$ cat config.mk
export PLATFORM = sky130hd
export DESIGN_NAME = p2p_mult_scheduler
export DESIGN_NICKNAME = d
export VERILOG_FILES = /design/src/rtl/p2p_pkg.sv /design/src/rtl/rr_arbiter.sv /design/src/rtl/p2p_mult_scheduler.sv
export SDC_FILE = /design/constraint.sdc
export NUM_CORES = 1
export LEC_CHECK = 0
export ABC_CLOCK_PERIOD_IN_PS = 1900
export CAP_MARGIN = 30
export CORE_MARGIN = 2
export CORE_UTILIZATION = 38
export CTS_CLUSTER_DIAMETER = 80
export DETAILED_ROUTE_END_ITERATION = 12
export HOLD_SLACK_MARGIN = 0.12
export MAX_ROUTING_LAYER = met4
export PLACE_DENSITY = 0.88
export SLEW_MARGIN = 10
export SYNTH_ARGS = -nofsm -noshare
export SYNTH_HDL_FRONTEND = slang
export SYNTH_SLANG_ARGS = --single-unit
$ cat constraint.sdc
create_clock -name clk -period 1.9 [get_ports clk]
set_input_delay 0.19 -clock clk [delete_from_list [all_inputs] [get_ports clk]]
set_output_delay 0.19 -clock clk [all_outputs]
set_load 0.1 [all_outputs]
$ cat src/rtl/p2p_pkg.sv
// Shared types and constants for the point-to-point multiply scheduler.
package p2p_pkg;

  localparam int NREQ_DEF   = 2;
  localparam int SIZE_DEF   = 16;
  localparam int DATA_W_DEF = 8;

  // Width of a requester index. It is never narrower than 1 bit, so a port
  // that carries the index always exists.
  function automatic int id_width(input int nreq);
    return (nreq > 1) ? $clog2(nreq) : 1;
  endfunction

  localparam int ID_W_DEF = id_width(NREQ_DEF);

  typedef enum logic [2:0] {
    IDLE,
    CLR,
    LOAD,
    COMPUTE,
    FIN
  } state_t;

  // Engine contract:
  //  - eng_rst (sync, active high) clears the operand index and the done flag.
  //  - Each cycle with eng_start high is one engine step. eng_start low freezes the engine.
  //  - Steps 0..SIZE-1 load operands. The next step switches the engine to read mode.
  //  - Every later step writes a[k]*coef[k] (truncated) into eng_cout.
  //  - eng_done rises together with the final product.
  localparam int ENG_SWITCH_STEPS = 1;
  // A product lands in eng_cout one cycle after its step, so the first product
  // is visible this many COMPUTE cycles after the COMPUTE state is entered.
  localparam int EMIT_LAG         = ENG_SWITCH_STEPS + 1;

endpackage

$ cat src/rtl/rr_arbiter.sv
// Combinational round-robin arbiter: grants the first set request at or after ptr.
module rr_arbiter #(
  parameter int NREQ = 2,
  parameter int ID_W = 1
) (
  input  logic [NREQ-1:0] req,
  input  logic [ID_W-1:0] ptr,
  output logic [NREQ-1:0] gnt,
  output logic [ID_W-1:0] gnt_idx,
  output logic            any
);

  // Walk the requests starting at ptr and wrapping around. The first hit wins.
  always_comb begin
    gnt     = '0;
    gnt_idx = '0;
    any     = 1'b0;
    for (int i = 0; i < NREQ; i++) begin
      if (!any && req[(int'(ptr) + i) % NREQ]) begin
        any                          = 1'b1;
        gnt[(int'(ptr) + i) % NREQ]  = 1'b1;
        gnt_idx                      = ID_W'((int'(ptr) + i) % NREQ);
      end
    end
  end

endmodule

$ cat src/rtl/p2p_mult_scheduler.sv
// Shares one point-to-point multiply engine between NREQ requesters. Jobs are
// granted round-robin, and the scheduler sequences the engine through its
// clear, load and compute phases, returning tagged products.
module p2p_mult_scheduler
  import p2p_pkg::*;
#(
  parameter int  NREQ   = NREQ_DEF,
  parameter int  SIZE   = SIZE_DEF,
  parameter int  DATA_W = DATA_W_DEF,
  localparam int ID_W   = id_width(NREQ)
) (
  input  logic                   clk,
  input  logic                   rst,
  input  logic [NREQ-1:0]        req_job,
  input  logic [NREQ-1:0]        req_valid,
  input  logic [NREQ*DATA_W-1:0] req_data,
  output logic [NREQ-1:0]        req_ready,
  output logic [NREQ-1:0]        job_done,
  output logic                   res_valid,
  output logic [DATA_W-1:0]      res_data,
  output logic [ID_W-1:0]        res_id,
  output logic                   res_last,
  output logic                   busy,
  output logic                   eng_rst,
  output logic                   eng_start,
  output logic [DATA_W-1:0]      eng_a_in,
  input  logic                   eng_done,
  input  logic [DATA_W-1:0]      eng_cout
);

  // The counter is wide enough for the beat index in LOAD and for the step
  // index in COMPUTE, which runs up to SIZE+EMIT_LAG-1.
  localparam int CNT_W = $clog2(SIZE + EMIT_LAG) + 1;

  state_t            state, state_nxt;
  logic [ID_W-1:0]   rr_ptr;
  logic [ID_W-1:0]   gnt_id;
  logic [NREQ-1:0]   gnt_oh;
  logic [CNT_W-1:0]  cnt;

  logic [NREQ-1:0]   arb_gnt;
  logic [ID_W-1:0]   arb_idx;
  logic              arb_any;

  logic              beat;
  logic              beat_last;
  logic              emit;
  logic [CNT_W-1:0]  prod_idx;
  logic              prod_last;

  rr_arbiter #(
    .NREQ (NREQ),
    .ID_W (ID_W)
  ) u_arb (
    .req     (req_job),
    .ptr     (rr_ptr),
    .gnt     (arb_gnt),
    .gnt_idx (arb_idx),
    .any     (arb_any)
  );

  assign beat      = (state == LOAD) && req_valid[gnt_id];
  assign beat_last = (cnt == CNT_W'(SIZE - 1));
  // The first COMPUTE step is the engine mode switch. Products trail their step by one cycle.
  assign emit      = (state == COMPUTE) && (cnt >= CNT_W'(EMIT_LAG));
  assign prod_idx  = cnt - CNT_W'(EMIT_LAG);
  assign prod_last = (prod_idx == CNT_W'(SIZE - 1));

  // State, grant latch, beat/step counter and round-robin pointer.
  // NOTE: sequential state uses non-blocking assignments, so every register samples pre-edge values.
  always_ff @(posedge clk or negedge rst) begin
    if (!rst) begin
      state  <= IDLE;
      rr_ptr <= '0;
      gnt_id <= '0;
      gnt_oh <= '0;
      cnt    <= '0;
    end else begin
      state <= state_nxt;
      unique case (state)
        IDLE: begin
          if (arb_any) begin
            gnt_id <= arb_idx;
            gnt_oh <= arb_gnt;
          end
        end
        CLR:     cnt <= '0;
        LOAD: begin
          if (beat) cnt <= beat_last ? '0 : cnt + 1'b1;
        end
        COMPUTE: cnt <= (emit && prod_last) ? '0 : cnt + 1'b1;
        FIN:     rr_ptr <= (gnt_id == ID_W'(NREQ - 1)) ? '0 : gnt_id + 1'b1;
        default: ;
      endcase
    end
  end

  // Next-state and all outputs decoded from the current state.
  // NOTE: every output gets a default first, so no path through the case can infer a latch.
  always_comb begin
    state_nxt = state;
    busy      = 1'b1;
    eng_rst   = 1'b0;
    eng_start = 1'b0;
    eng_a_in  = '0;
    req_ready = '0;
    job_done  = '0;
    res_valid = 1'b0;
    res_data  = '0;
    res_id    = '0;
    res_last  = 1'b0;
    unique case (state)
      IDLE: begin
        busy    = 1'b0;
        eng_rst = 1'b1;
        if (arb_any) state_nxt = CLR;
      end
      CLR: begin
        eng_rst   = 1'b1;
        state_nxt = LOAD;
      end
      LOAD: begin
        req_ready = gnt_oh;
        eng_a_in  = req_data[gnt_id*DATA_W +: DATA_W];
        eng_start = req_valid[gnt_id];
        if (beat && beat_last) state_nxt = COMPUTE;
      end
      COMPUTE: begin
        eng_start = 1'b1;
        if (emit) begin
          res_valid = 1'b1;
          res_data  = eng_cout;
          res_id    = gnt_id;
          res_last  = prod_last;
          if (prod_last) state_nxt = FIN;
        end
      end
      FIN: begin
        job_done  = gnt_oh;
        state_nxt = IDLE;
      end
      default: state_nxt = IDLE;
    endcase
  end

  // The engine must not report done before the last product has been emitted.
  a_early_done : assert property (@(posedge clk) disable iff (!rst)
    (state == COMPUTE && eng_done) |-> (emit && prod_last))
    else $error("engine done before final product");

endmodule

==> impl_metrics.env <==
export IMPL_syn_nets=163
export IMPL_num_io_pins=57
export IMPL_die_h_um=55.6
export IMPL_syn_area_um2=1010
export IMPL_slew_viol_final=0
export IMPL_final_core_util_pct=85.8
export IMPL_cts_buffer_depth=2
export IMPL_fillers=104
export IMPL_initial_core_util_pct=40.4
export IMPL_io_buffers=55
export IMPL_core_area_um2=2500
export IMPL_max_stage_delay_ns=0.44
export IMPL_core_rowCount=18
export IMPL_dieArea_um2=3090
export IMPL_synth_edff_count=0
export IMPL_track_usage_pct=28.3
export IMPL_grtUsageMet2_pct=49.1
export IMPL_period_share_pct=109
export IMPL_clock_sinks=13
export IMPL_grt_max_degree=14
export IMPL_layout_nets=230
export IMPL_violations="negative setup slack"
export IMPL_fmax_ghz=0.483
export IMPL_synth_most_common_cell="nor2_1"
export IMPL_routabilityCongestion=0.826
export IMPL_finalCriticalPeriod_ns=2.07
export IMPL_postCtsHoldBufs=0
export IMPL_start_kind="register"
export IMPL_synthArstFlopShare_pct=100
export IMPL_hold_viol=0
export IMPL_drt_iter0_markers=67
export IMPL_gr_usage_met3_pct=6.74
export IMPL_n_antenna_cell=0
export IMPL_overflow=0
export IMPL_clk_latency_ns=0.29
export IMPL_clkTransAtPathRegs_ns=0.09
export IMPL_htreeDepth=1
export IMPL_avgSynthCellArea_um2=7.96
export IMPL_dr_pass1_iters=4
export IMPL_crit_fanout=10
export IMPL_hpwl_um=3030
export IMPL_ys_top_cells_by_area="dfrtp_1 32%, nor2_1 9.3%, mux2i_1 7.9%"
export IMPL_yosysSeqAreaShare_pct=32.2
export IMPL_ys_flop_type="dfrtp_1"
export IMPL_crit_path_end_kind="output pin"
export IMPL_syn_to_final_growth_pct=112
export IMPL_required_ns=1.71
export IMPL_drv_cap=0
export IMPL_die_w_um=55.6
export IMPL_numCtsBuffers=3
export IMPL_viasPerCell=5.84
export IMPL_antenna_found_initial=0
export IMPL_ys_ff_latch=13
export IMPL_crit_type="reg2out"
export IMPL_netlist_area_leader_share_pct=32.2
export IMPL_critPathArrivalTime_ns=1.88
export IMPL_finClkSkew_ns=0.00799
export IMPL_cts_tree="built"
export IMPL_setup_slack_ns=-0.169
export IMPL_crit_slowest_cell="dfrtp_2"
export IMPL_hold_class="in2async"
export IMPL_synthesis_instances=127
export IMPL_top_usage_layer="met2"
export IMPL_maxSlewHeadroom_pct=59.0
export IMPL_finalSetupViolCount=12
export IMPL_synthTopCellsByCount="25 x nor2_1, 13 x dfrtp_1, 12 x nand2_1, 10 x and2_1, 9 x a21oi_1"
export IMPL_ys_types=35
export IMPL_clockRootBuffer="clkbuf_4"
export IMPL_drive_gt1_share_pct=44.0
export IMPL_grt_pass1_vias=1346
export IMPL_drc=0
export IMPL_wl_um=4600
export IMPL_vias=1303
export IMPL_ant_nets=0
export IMPL_worst_pin_slew_ns=0.612
export IMPL_status="finished with violations"
export IMPL_synth_top_area_cell="dfrtp_1"
export IMPL_grt_pass1_wl_um=6550
export IMPL_grtUsageMet1_pct=30.0
export IMPL_ys_warn_count=0
export IMPL_rsz0062_at_grt="true"
export IMPL_wire_per_inst_um=20.6
export IMPL_path_cells="inv_1 > ha_1 > o31ai_4 > inv_6 > and2_4 > buf_12"
## critical path: cells and delay by family (launching register included)
family / cells / cell delay [ns]
flip-flops: 1 / 0.44
AND/OR/NAND/NOR: 1 / 0.18
buffers and inverters: 3 / 0.35
AO/OA/AOI/OAI: 1 / 0.35
adder cells (fa/ha/maj): 1 / 0.25
## flip-flops by register name (all words and copies together), names as in the netlist
signal  count
cnt         6
gnt_id      1
gnt_oh      2
rr_ptr      1
state       3
## routing by layer
metal	routed length, um	up-vias	share of wire, %
met3	262	27	5.7
met1	1570	628	34
met2	2500	79	54
met5	0	-	0
li1	-	569	-
met4	259	0	5.6
## layout by cell type, fill, tap and decap left out, drive strengths merged, types with 5 or more instances in the layout
| cell | n |
|---|---|
| a21oi | 9 |
| and2 | 10 |
| buf | 37 |
| clkdlybuf4s50 | 29 |
| dfrtp | 13 |
| ha | 5 |
| inv | 8 |
| mux2i | 8 |
| nand2 | 12 |
| nor2 | 25 |
| o21ai | 5 |
## cell type report
class	count	area (um^2)	share of cell area [%]
Clock buffer	3	22.5	1.05
Inverter	8	35.0	1.63
Tap cell	30	37.5	1.75
Timing Repair Buffer	66	901	42.0
Multi-Input combinational cell	102	815	38.0
Sequential cell	13	329	15.3
Clock inverter	1	5.00	0.233
## timing repair
action,4_1_cts,5_1_grt
gates cloned,0,0
pin swaps,2,6
endpoints found under the setup margin,21,27
setup buffers,2,2
gates resized for setup,3,22
## kinds of logic after synthesis
kind of cell               count (synthesis)  share of synthesized area, %
AOI/OAI and AO/OA                         24                          16.3
buffers and inverters                     12                          4.70
and+or+nand+nor                           63                          30.3
adders and majority gates                  5                          6.19
muxes                                      9                          9.41
DFF                                       13                          32.2
xor gates and xnor gates                   1                         0.866
## worst paths after layout
check                                       from                    end  slack, ns  cells after the start
max                           cnt[0]$_DFFE_PN0P_            res_data[7]      -0.17                      6
min                                          rst     cnt[2]$_DFFE_PN0P_       0.27                      1
max reg2reg                   cnt[1]$_DFFE_PN0P_     cnt[3]$_DFFE_PN0P_      -0.02                      7
min reg2reg                gnt_oh[0]$_DFFE_PN0P_  gnt_oh[0]$_DFFE_PN0P_       0.52                      1
max in group asynchronous                    rst     cnt[4]$_DFFE_PN0P_       1.19                      1
min in group clk           gnt_oh[0]$_DFFE_PN0P_  gnt_oh[0]$_DFFE_PN0P_       0.52                      1
## stage by stage
stage	setup WS [ns]	std cells	setup TNS [ns]	area, um^2	hold slack [ns]
finish	-0.169	223	-1.68	2140	0.274
floorplan	-0.254	127	-2.97	1090	-0.106
global route	-0.255	223	-2.78	2140	0.297
detailed placement	0.0368	216	0	1980	0.487
CTS	-0.140	222	-1.33	2040	0.283
global placement	0.0980	216	0	1980	0.465
Power is left out: the tool's default activity adds up to more than one toggle a clock period on the data nets, which glitch-free logic cannot reach.
